**config.mk**
```make
export PLATFORM = sky130hd
export DESIGN_NAME = id_ex_stage
export DESIGN_NICKNAME = d
export VERILOG_FILES = /design/src/rtl/mips_pkg.sv /design/src/rtl/hazard_detect.sv /design/src/rtl/id_ex_stage.sv
export SDC_FILE = /design/constraint.sdc
export NUM_CORES = 1
export LEC_CHECK = 0
export BUFFER_PORTS_ARGS = -buffer_cell sky130_fd_sc_hd__buf_4
export CAP_MARGIN = 5
export CORE_ASPECT_RATIO = 0.6
export CORE_MARGIN = 3
export CORE_UTILIZATION = 46
export CTS_CLUSTER_SIZE = 28
export DETAILED_ROUTE_END_ITERATION = 8
export PLACE_DENSITY = 0.88
export SYNTH_ARGS = -nofsm -noshare
export SYNTH_HDL_FRONTEND = slang
export SYNTH_HIERARCHICAL = 1
export SYNTH_SLANG_ARGS = --single-unit
```
**constraint.sdc**
```tcl
create_clock -name clk -period 3.5 [get_ports clk]
set_clock_uncertainty 0.05 [all_clocks]
set_input_delay 0 -clock clk [delete_from_list [all_inputs] [get_ports clk]]
set_output_delay 0 -clock clk [all_outputs]
set_load 0.01 [all_outputs]
```
**src/rtl/mips_pkg.sv**
```systemverilog
// Shared MIPS-DLX pipeline definitions: control bundle widths,
// field positions and the ID/EX update selector.
package mips_pkg;

  localparam int EX_W = 4;
  localparam int M_W  = 3;
  localparam int WB_W = 2;

  localparam int EX_REGDST   = 3;
  localparam int EX_ALUSRC   = 2;
  localparam int EX_ALUOP_HI = 1;
  localparam int EX_ALUOP_LO = 0;

  localparam int M_MEMREAD  = 2;
  localparam int M_MEMWRITE = 1;
  localparam int M_BRANCH   = 0;

  localparam int WB_REGWRITE = 1;
  localparam int WB_SEL      = 0;

  typedef struct packed {
    logic [EX_W-1:0] ex;
    logic [M_W-1:0]  m;
    logic [WB_W-1:0] wb;
  } ctrl_t;

  localparam ctrl_t CTRL_NOP = '0;

  typedef enum logic [2:0] {
    UPD_FLUSH,
    UPD_HOLD,
    UPD_BUBBLE,
    UPD_IDLE,
    UPD_LOAD
  } upd_e;

endpackage

```
**src/rtl/hazard_detect.sv**
```systemverilog
// Load-use hazard check: a load in EX whose destination feeds
// a source of the instruction currently in ID.
module hazard_detect
  import mips_pkg::*;
#(
  parameter int REG_ADDR_W = 5
) (
  input  logic                  ex_valid_i,
  input  logic [M_W-1:0]        ex_m_ctrl_i,
  input  logic [WB_W-1:0]       ex_wb_ctrl_i,
  input  logic [REG_ADDR_W-1:0] ex_rt_i,
  input  logic                  id_valid_i,
  input  logic [REG_ADDR_W-1:0] id_rs_i,
  input  logic [REG_ADDR_W-1:0] id_rt_i,
  output logic                  haz_o
);

  logic is_load;
  logic dst_nz;
  logic src_hit;

  assign is_load = ex_valid_i
                 & ex_m_ctrl_i[M_MEMREAD]
                 & ex_wb_ctrl_i[WB_REGWRITE];

  // r0 is hardwired, so a load into it never creates a dependency
  assign dst_nz  = (ex_rt_i != '0);

  assign src_hit = (ex_rt_i == id_rs_i)
                 | (ex_rt_i == id_rt_i);

  assign haz_o = is_load & id_valid_i & dst_nz & src_hit;

endmodule

```
**src/rtl/id_ex_stage.sv**
```systemverilog
// ID/EX pipeline register with load-use bubble insertion,
// branch flush, downstream freeze and saturating debug counters.
module id_ex_stage
  import mips_pkg::*;
#(
  parameter int DATA_W     = 32,
  parameter int REG_ADDR_W = 5,
  parameter int CNT_W      = 16
) (
  input  logic                  clk,
  input  logic                  rst,
  input  logic                  id_valid_i,
  input  logic [EX_W-1:0]       ex_control_i,
  input  logic [M_W-1:0]        m_control_i,
  input  logic [WB_W-1:0]       wb_control_i,
  input  logic [DATA_W-1:0]     pc_plus4_i,
  input  logic [DATA_W-1:0]     read_data1_i,
  input  logic [DATA_W-1:0]     read_data2_i,
  input  logic [DATA_W-1:0]     sign_ext_i,
  input  logic [REG_ADDR_W-1:0] rs_i,
  input  logic [REG_ADDR_W-1:0] rt_i,
  input  logic [REG_ADDR_W-1:0] rd_i,
  input  logic                  flush_i,
  input  logic                  hold_i,
  output logic                  valid_o,
  output logic [EX_W-1:0]       ex_control_o,
  output logic [M_W-1:0]        m_control_o,
  output logic [WB_W-1:0]       wb_control_o,
  output logic [DATA_W-1:0]     pc_plus4_o,
  output logic [DATA_W-1:0]     read_data1_o,
  output logic [DATA_W-1:0]     read_data2_o,
  output logic [DATA_W-1:0]     sign_ext_o,
  output logic [REG_ADDR_W-1:0] rs_o,
  output logic [REG_ADDR_W-1:0] rt_o,
  output logic [REG_ADDR_W-1:0] rd_o,
  output logic                  load_use_stall_o,
  output logic [CNT_W-1:0]      stall_count_o,
  output logic [CNT_W-1:0]      flush_count_o
);

  logic                  valid_q, valid_d;
  ctrl_t                 ctrl_q, ctrl_d;
  ctrl_t                 ctrl_in;
  logic [DATA_W-1:0]     pc_q, pc_d;
  logic [DATA_W-1:0]     rd1_q, rd1_d;
  logic [DATA_W-1:0]     rd2_q, rd2_d;
  logic [DATA_W-1:0]     se_q, se_d;
  logic [REG_ADDR_W-1:0] rs_q, rs_d;
  logic [REG_ADDR_W-1:0] rt_q, rt_d;
  logic [REG_ADDR_W-1:0] rd_q, rd_d;
  logic [CNT_W-1:0]      stall_cnt_q, stall_cnt_d;
  logic [CNT_W-1:0]      flush_cnt_q, flush_cnt_d;
  logic                  haz;
  upd_e                  upd;

  hazard_detect #(
    .REG_ADDR_W (REG_ADDR_W)
  ) u_hazard_detect (
    .ex_valid_i   (valid_q),
    .ex_m_ctrl_i  (ctrl_q.m),
    .ex_wb_ctrl_i (ctrl_q.wb),
    .ex_rt_i      (rt_q),
    .id_valid_i   (id_valid_i),
    .id_rs_i      (rs_i),
    .id_rt_i      (rt_i),
    .haz_o        (haz)
  );

  assign load_use_stall_o = haz & ~flush_i;

  assign ctrl_in.ex = ex_control_i;
  assign ctrl_in.m  = m_control_i;
  assign ctrl_in.wb = wb_control_i;

  always_comb begin
    if (flush_i)         upd = UPD_FLUSH;
    else if (hold_i)     upd = UPD_HOLD;
    else if (haz)        upd = UPD_BUBBLE;
    else if (!id_valid_i) upd = UPD_IDLE;
    else                 upd = UPD_LOAD;
  end

  always_comb begin
    valid_d     = valid_q;
    ctrl_d      = ctrl_q;
    pc_d        = pc_q;
    rd1_d       = rd1_q;
    rd2_d       = rd2_q;
    se_d        = se_q;
    rs_d        = rs_q;
    rt_d        = rt_q;
    rd_d        = rd_q;
    stall_cnt_d = stall_cnt_q;
    flush_cnt_d = flush_cnt_q;

    unique case (upd)
      UPD_FLUSH: begin
        valid_d = 1'b0;
        ctrl_d  = CTRL_NOP;
        if (flush_cnt_q != '1)
          flush_cnt_d = flush_cnt_q + CNT_W'(1);
      end
      UPD_HOLD: ;
      UPD_BUBBLE: begin
        valid_d = 1'b0;
        ctrl_d  = CTRL_NOP;
        if (stall_cnt_q != '1)
          stall_cnt_d = stall_cnt_q + CNT_W'(1);
      end
      UPD_IDLE, UPD_LOAD: begin
        // idle slots still load operands, only control is squashed
        valid_d = (upd == UPD_LOAD);
        ctrl_d  = (upd == UPD_LOAD) ? ctrl_in : CTRL_NOP;
        pc_d    = pc_plus4_i;
        rd1_d   = read_data1_i;
        rd2_d   = read_data2_i;
        se_d    = sign_ext_i;
        rs_d    = rs_i;
        rt_d    = rt_i;
        rd_d    = rd_i;
      end
      default: ;
    endcase
  end

  always_ff @(posedge clk) begin
    if (rst) begin
      valid_q     <= 1'b0;
      ctrl_q      <= CTRL_NOP;
      pc_q        <= '0;
      rd1_q       <= '0;
      rd2_q       <= '0;
      se_q        <= '0;
      rs_q        <= '0;
      rt_q        <= '0;
      rd_q        <= '0;
      stall_cnt_q <= '0;
      flush_cnt_q <= '0;
    end else begin
      valid_q     <= valid_d;
      ctrl_q      <= ctrl_d;
      pc_q        <= pc_d;
      rd1_q       <= rd1_d;
      rd2_q       <= rd2_d;
      se_q        <= se_d;
      rs_q        <= rs_d;
      rt_q        <= rt_d;
      rd_q        <= rd_d;
      stall_cnt_q <= stall_cnt_d;
      flush_cnt_q <= flush_cnt_d;
    end
  end

  assign valid_o       = valid_q;
  assign ex_control_o  = ctrl_q.ex;
  assign m_control_o   = ctrl_q.m;
  assign wb_control_o  = ctrl_q.wb;
  assign pc_plus4_o    = pc_q;
  assign read_data1_o  = rd1_q;
  assign read_data2_o  = rd2_q;
  assign sign_ext_o    = se_q;
  assign rs_o          = rs_q;
  assign rt_o          = rt_q;
  assign rd_o          = rd_q;
  assign stall_count_o = stall_cnt_q;
  assign flush_count_o = flush_cnt_q;

endmodule

```
==> impl_metrics.toml <==
[synth]
yosys_warnings = 6
netlist_instances = 872
synthArstFlopShare_pct = 0
syn_area_per_cell_um2 = 8.040
ys_top_cells_by_area = "dfxtp_1, nand2_1, a21oi_1"
seq_area_frac_synth_pct = 52.83
synth_top_area_share_pct = 52.83
synth-edff-count = 0
synth_cell_types = 47
synth_seq_cells = 185
syn-num-nets = 1031
yosys.area.top_type = "dfxtp_1"
syn_area_um2 = 7010
synthFlopType = "dfxtp_1"

[worst_setup_path]
end_kind = "register"
worstReg2RegEnd = "stall_count_o[10]$_SDFFE_PP0P_"
rr_worst_depth = 8
path_max_fanout = 7
r2r_slack_ps = 290
critPathArrivalTime_ps = 3460
worst_setup_path_start_kind = "register"
worstSetupPathType = "reg -> reg"
r2r_start = "rt_o[2]$_SDFFE_PP0P_"
crit_required_ps = 3750

[sta]
post-route-min-period_ps = 3205
max_slew_margin_pct = 29.07
worst_pin_slew_ps = 1055
clock.fmax_ghz = 0.3120
final_max_slew_viol_count = 0
final_hold_viol_count = 0
worst_slack_ps = 294.6
tns_ps = 0
finalCritPeriodShare_pct = 91.58
grt_setup_unrepaired = "no"
setup_viol = 0
whs_ps = 28.37

[power_and_ir_drop]
ir_drop_v = 0.0003317
power_density_nw_per_um2 = 416.5
p_leak_uw = 0.005070
power_frac_seq_pct = 45.5
pwr-share-comb_pct = 14.4
p_sw_share_pct = 26.90
switchingPower_uw = 1324
p_int_uw = 3598
p_clk_share_pct = 40.1

[place]
place.detailed.hpwl_um = 15820
io_buffer_count = 342
gp_congestion = 0.8552
placed_cells = 1362
pre_cts_ws_ps = 499.6

[clocking]
cts_tree = "built"
clk_path_buf_depth = 2
insertion_delay_ps = 410
cts_sinks = 185
root_buffer = "clkbuf_16"
clkTransAtPathRegs_ps = 80
cts_htree_levels = 4
cts-buffers-inserted = 17

[layout]
nFillCells = 807
layout-drive-gt1-share_pct = 29.56
fin_cells = 1548
area_growth_pct = 68.57
diodes = 0
fin_nets = 1496
utilization_pct = 80.52

[global_route]
grt.total_usage_pct = 33.03
grt_remaining_overflow = 0
grt_pass1_vias = 8525
grt_pass1_wl_um = 43950
grt_max_degree = 141
grt_antenna_before_repair = 0

[drt]
wire_per_inst_um = 18.81
vias_per_cell = 5.576
drt_iter0_markers = 833
vias = 8632
drc = 0
postRouteAntennaNets = 0
drt_wl_total_um = 29120
firstDrtPassIters = 5

[hold_path]
min_from = "flush_i"
holdPathStages = 4
holdCritPathClass = "in -> reg"
hold_end = "stall_count_o[6]$_SDFFE_PP0P_"

[floorplan]
core-area_um2 = 14680
die_h_um = 101.6
io_pins = 343
start_util_pct = 47.77
placementRows = 34
die-area_um2 = 16810
die_w_um = 165.4

[run]
max-cap-violations = 0

[status]
status = "complete, no violations"
state kept, by name, summed over array words and instances (netlist names):
register,count
stall_count_o,16
m_control_o,3
sign_ext_o,32
rt_o,5
pc_plus4_o,32
ex_control_o,4
wb_control_o,2
flush_count_o,16
read_data1_o,32
rs_o,5
valid_o,1
read_data2_o,32
rd_o,5
per-stage QoR:
stage               area (µm²)  total power, µW
floorplan                 7010             2491
global placement          9671             2793
detailed placement        9671             2806
CTS                      11820             4887
global route             11820             5077
finish                   11820             4922
timing repair:
| action | CTS | global route |
|---|---|---|
| buffers inserted | 0 | 0 |
| hold endpoints to repair | 156 | 0 |
| hold buffers | 154 | 0 |
| resized for setup | 0 | 0 |
critical path, stage by stage, from the launching register on:
cell           delay (ps)
dfxtp_1               460
xor2_1                110
nor3_1                290
nand3_1               140
a221oi_2              600
nor3b_4               440
dlygate4sd3_1         650
nand3_1               100
o41ai_1               250
cell usage after synthesis, types with 5 or more instances:
master and instances:
a21oi_1 164, a22oi_1 9, and3_1 5, buf_2 5, clkbuf_1 49, dfxtp_1 185
mux2_2 6, nand2_1 301, nand3_1 14, nand4_1 5, nor2_1 25, nor2b_1 8
nor3_1 11, o21ai_0 7, o31ai_1 8, or3_1 7, or4_1 9, xor2_1 7
how the worst max path moves through the flow:
stage                              start                              to  slack (ps)  depth (start not counted)
floorplan           rt_o[2]$_SDFFE_PP0P_  stall_count_o[11]$_SDFFE_PP0P_         970                          9
global placement    rt_o[2]$_SDFFE_PP0P_  stall_count_o[11]$_SDFFE_PP0P_         580                          8
detailed placement  rt_o[2]$_SDFFE_PP0P_  stall_count_o[11]$_SDFFE_PP0P_         500                          8
CTS                 rt_o[2]$_SDFFE_PP0P_  stall_count_o[10]$_SDFFE_PP0P_         490                          8
global route        rt_o[2]$_SDFFE_PP0P_   stall_count_o[5]$_SDFFE_PP0P_         120                          8
finish              rt_o[2]$_SDFFE_PP0P_  stall_count_o[10]$_SDFFE_PP0P_         290                          8
layer usage:
metal	track usage, %	vias to the layer above	part of all wire (%)
li1	-	3863	-
met1	36.67	4063	37
met2	56.46	554	48
met3	10.83	152	9.4
met4	18.34	0	5.7
met5	0	-	0
cell type report:
cell class	instances	area (µm²)	area share [%]
repair buffers	503	4178	35.35
flip-flops and latches	185	3704	31.34
multi-input cells	626	3068	25.96
clock buffers	17	425.4	3.600
well taps	198	247.7	2.096
clock inverters	15	180.2	1.525
inverters	4	15.01	0.1271
cell usage in the layout (no fill, tap or decap), types with 8 or more instances in the layout:
| cell type | Yosys | layout |
|---|---|---|
| clkbuf_16 | 0 | 17 |
| or4_1 | 9 | 9 |
| nand3_1 | 14 | 14 |
| dlygate4sd3_1 | 0 | 154 |
| buf_4 | 0 | 347 |
| nor3_1 | 11 | 11 |
| dfxtp_1 | 185 | 185 |
| nor2_1 | 25 | 25 |
| nand2_1 | 301 | 301 |
| a21oi_1 | 164 | 164 |
| nor2b_1 | 8 | 8 |
| a22oi_1 | 9 | 9 |
| o31ai_1 | 8 | 8 |
power by group through the flow:
stage / logic, µW / registers [µW] / clock network [µW]
3_5_place_dp: 528 / 2280 / 0
5_1_grt: 754 / 2240 / 2080
3_3_place_gp: 520 / 2270 / 0
4_1_cts: 670 / 2230 / 1990
2_1_floorplan: 179 / 2310 / 0
6_report: 709 / 2240 / 1970
cells by family (layout without fill, tap and decap cells):
logic type / Yosys count / in the layout / synth area share (%)
adders and majority gates: 2 / 2 / 0.3569
muxes: 7 / 7 / 1.106
AOI/OAI and AO/OA: 201 / 201 / 15.65
buffers and inverters: 61 / 539 / 3.569
DFF: 185 / 185 / 52.83
xor gates and xnor gates: 11 / 11 / 1.374
and+or+nand+nor: 405 / 405 / 25.11
Power figures use the tool's default switching activity.
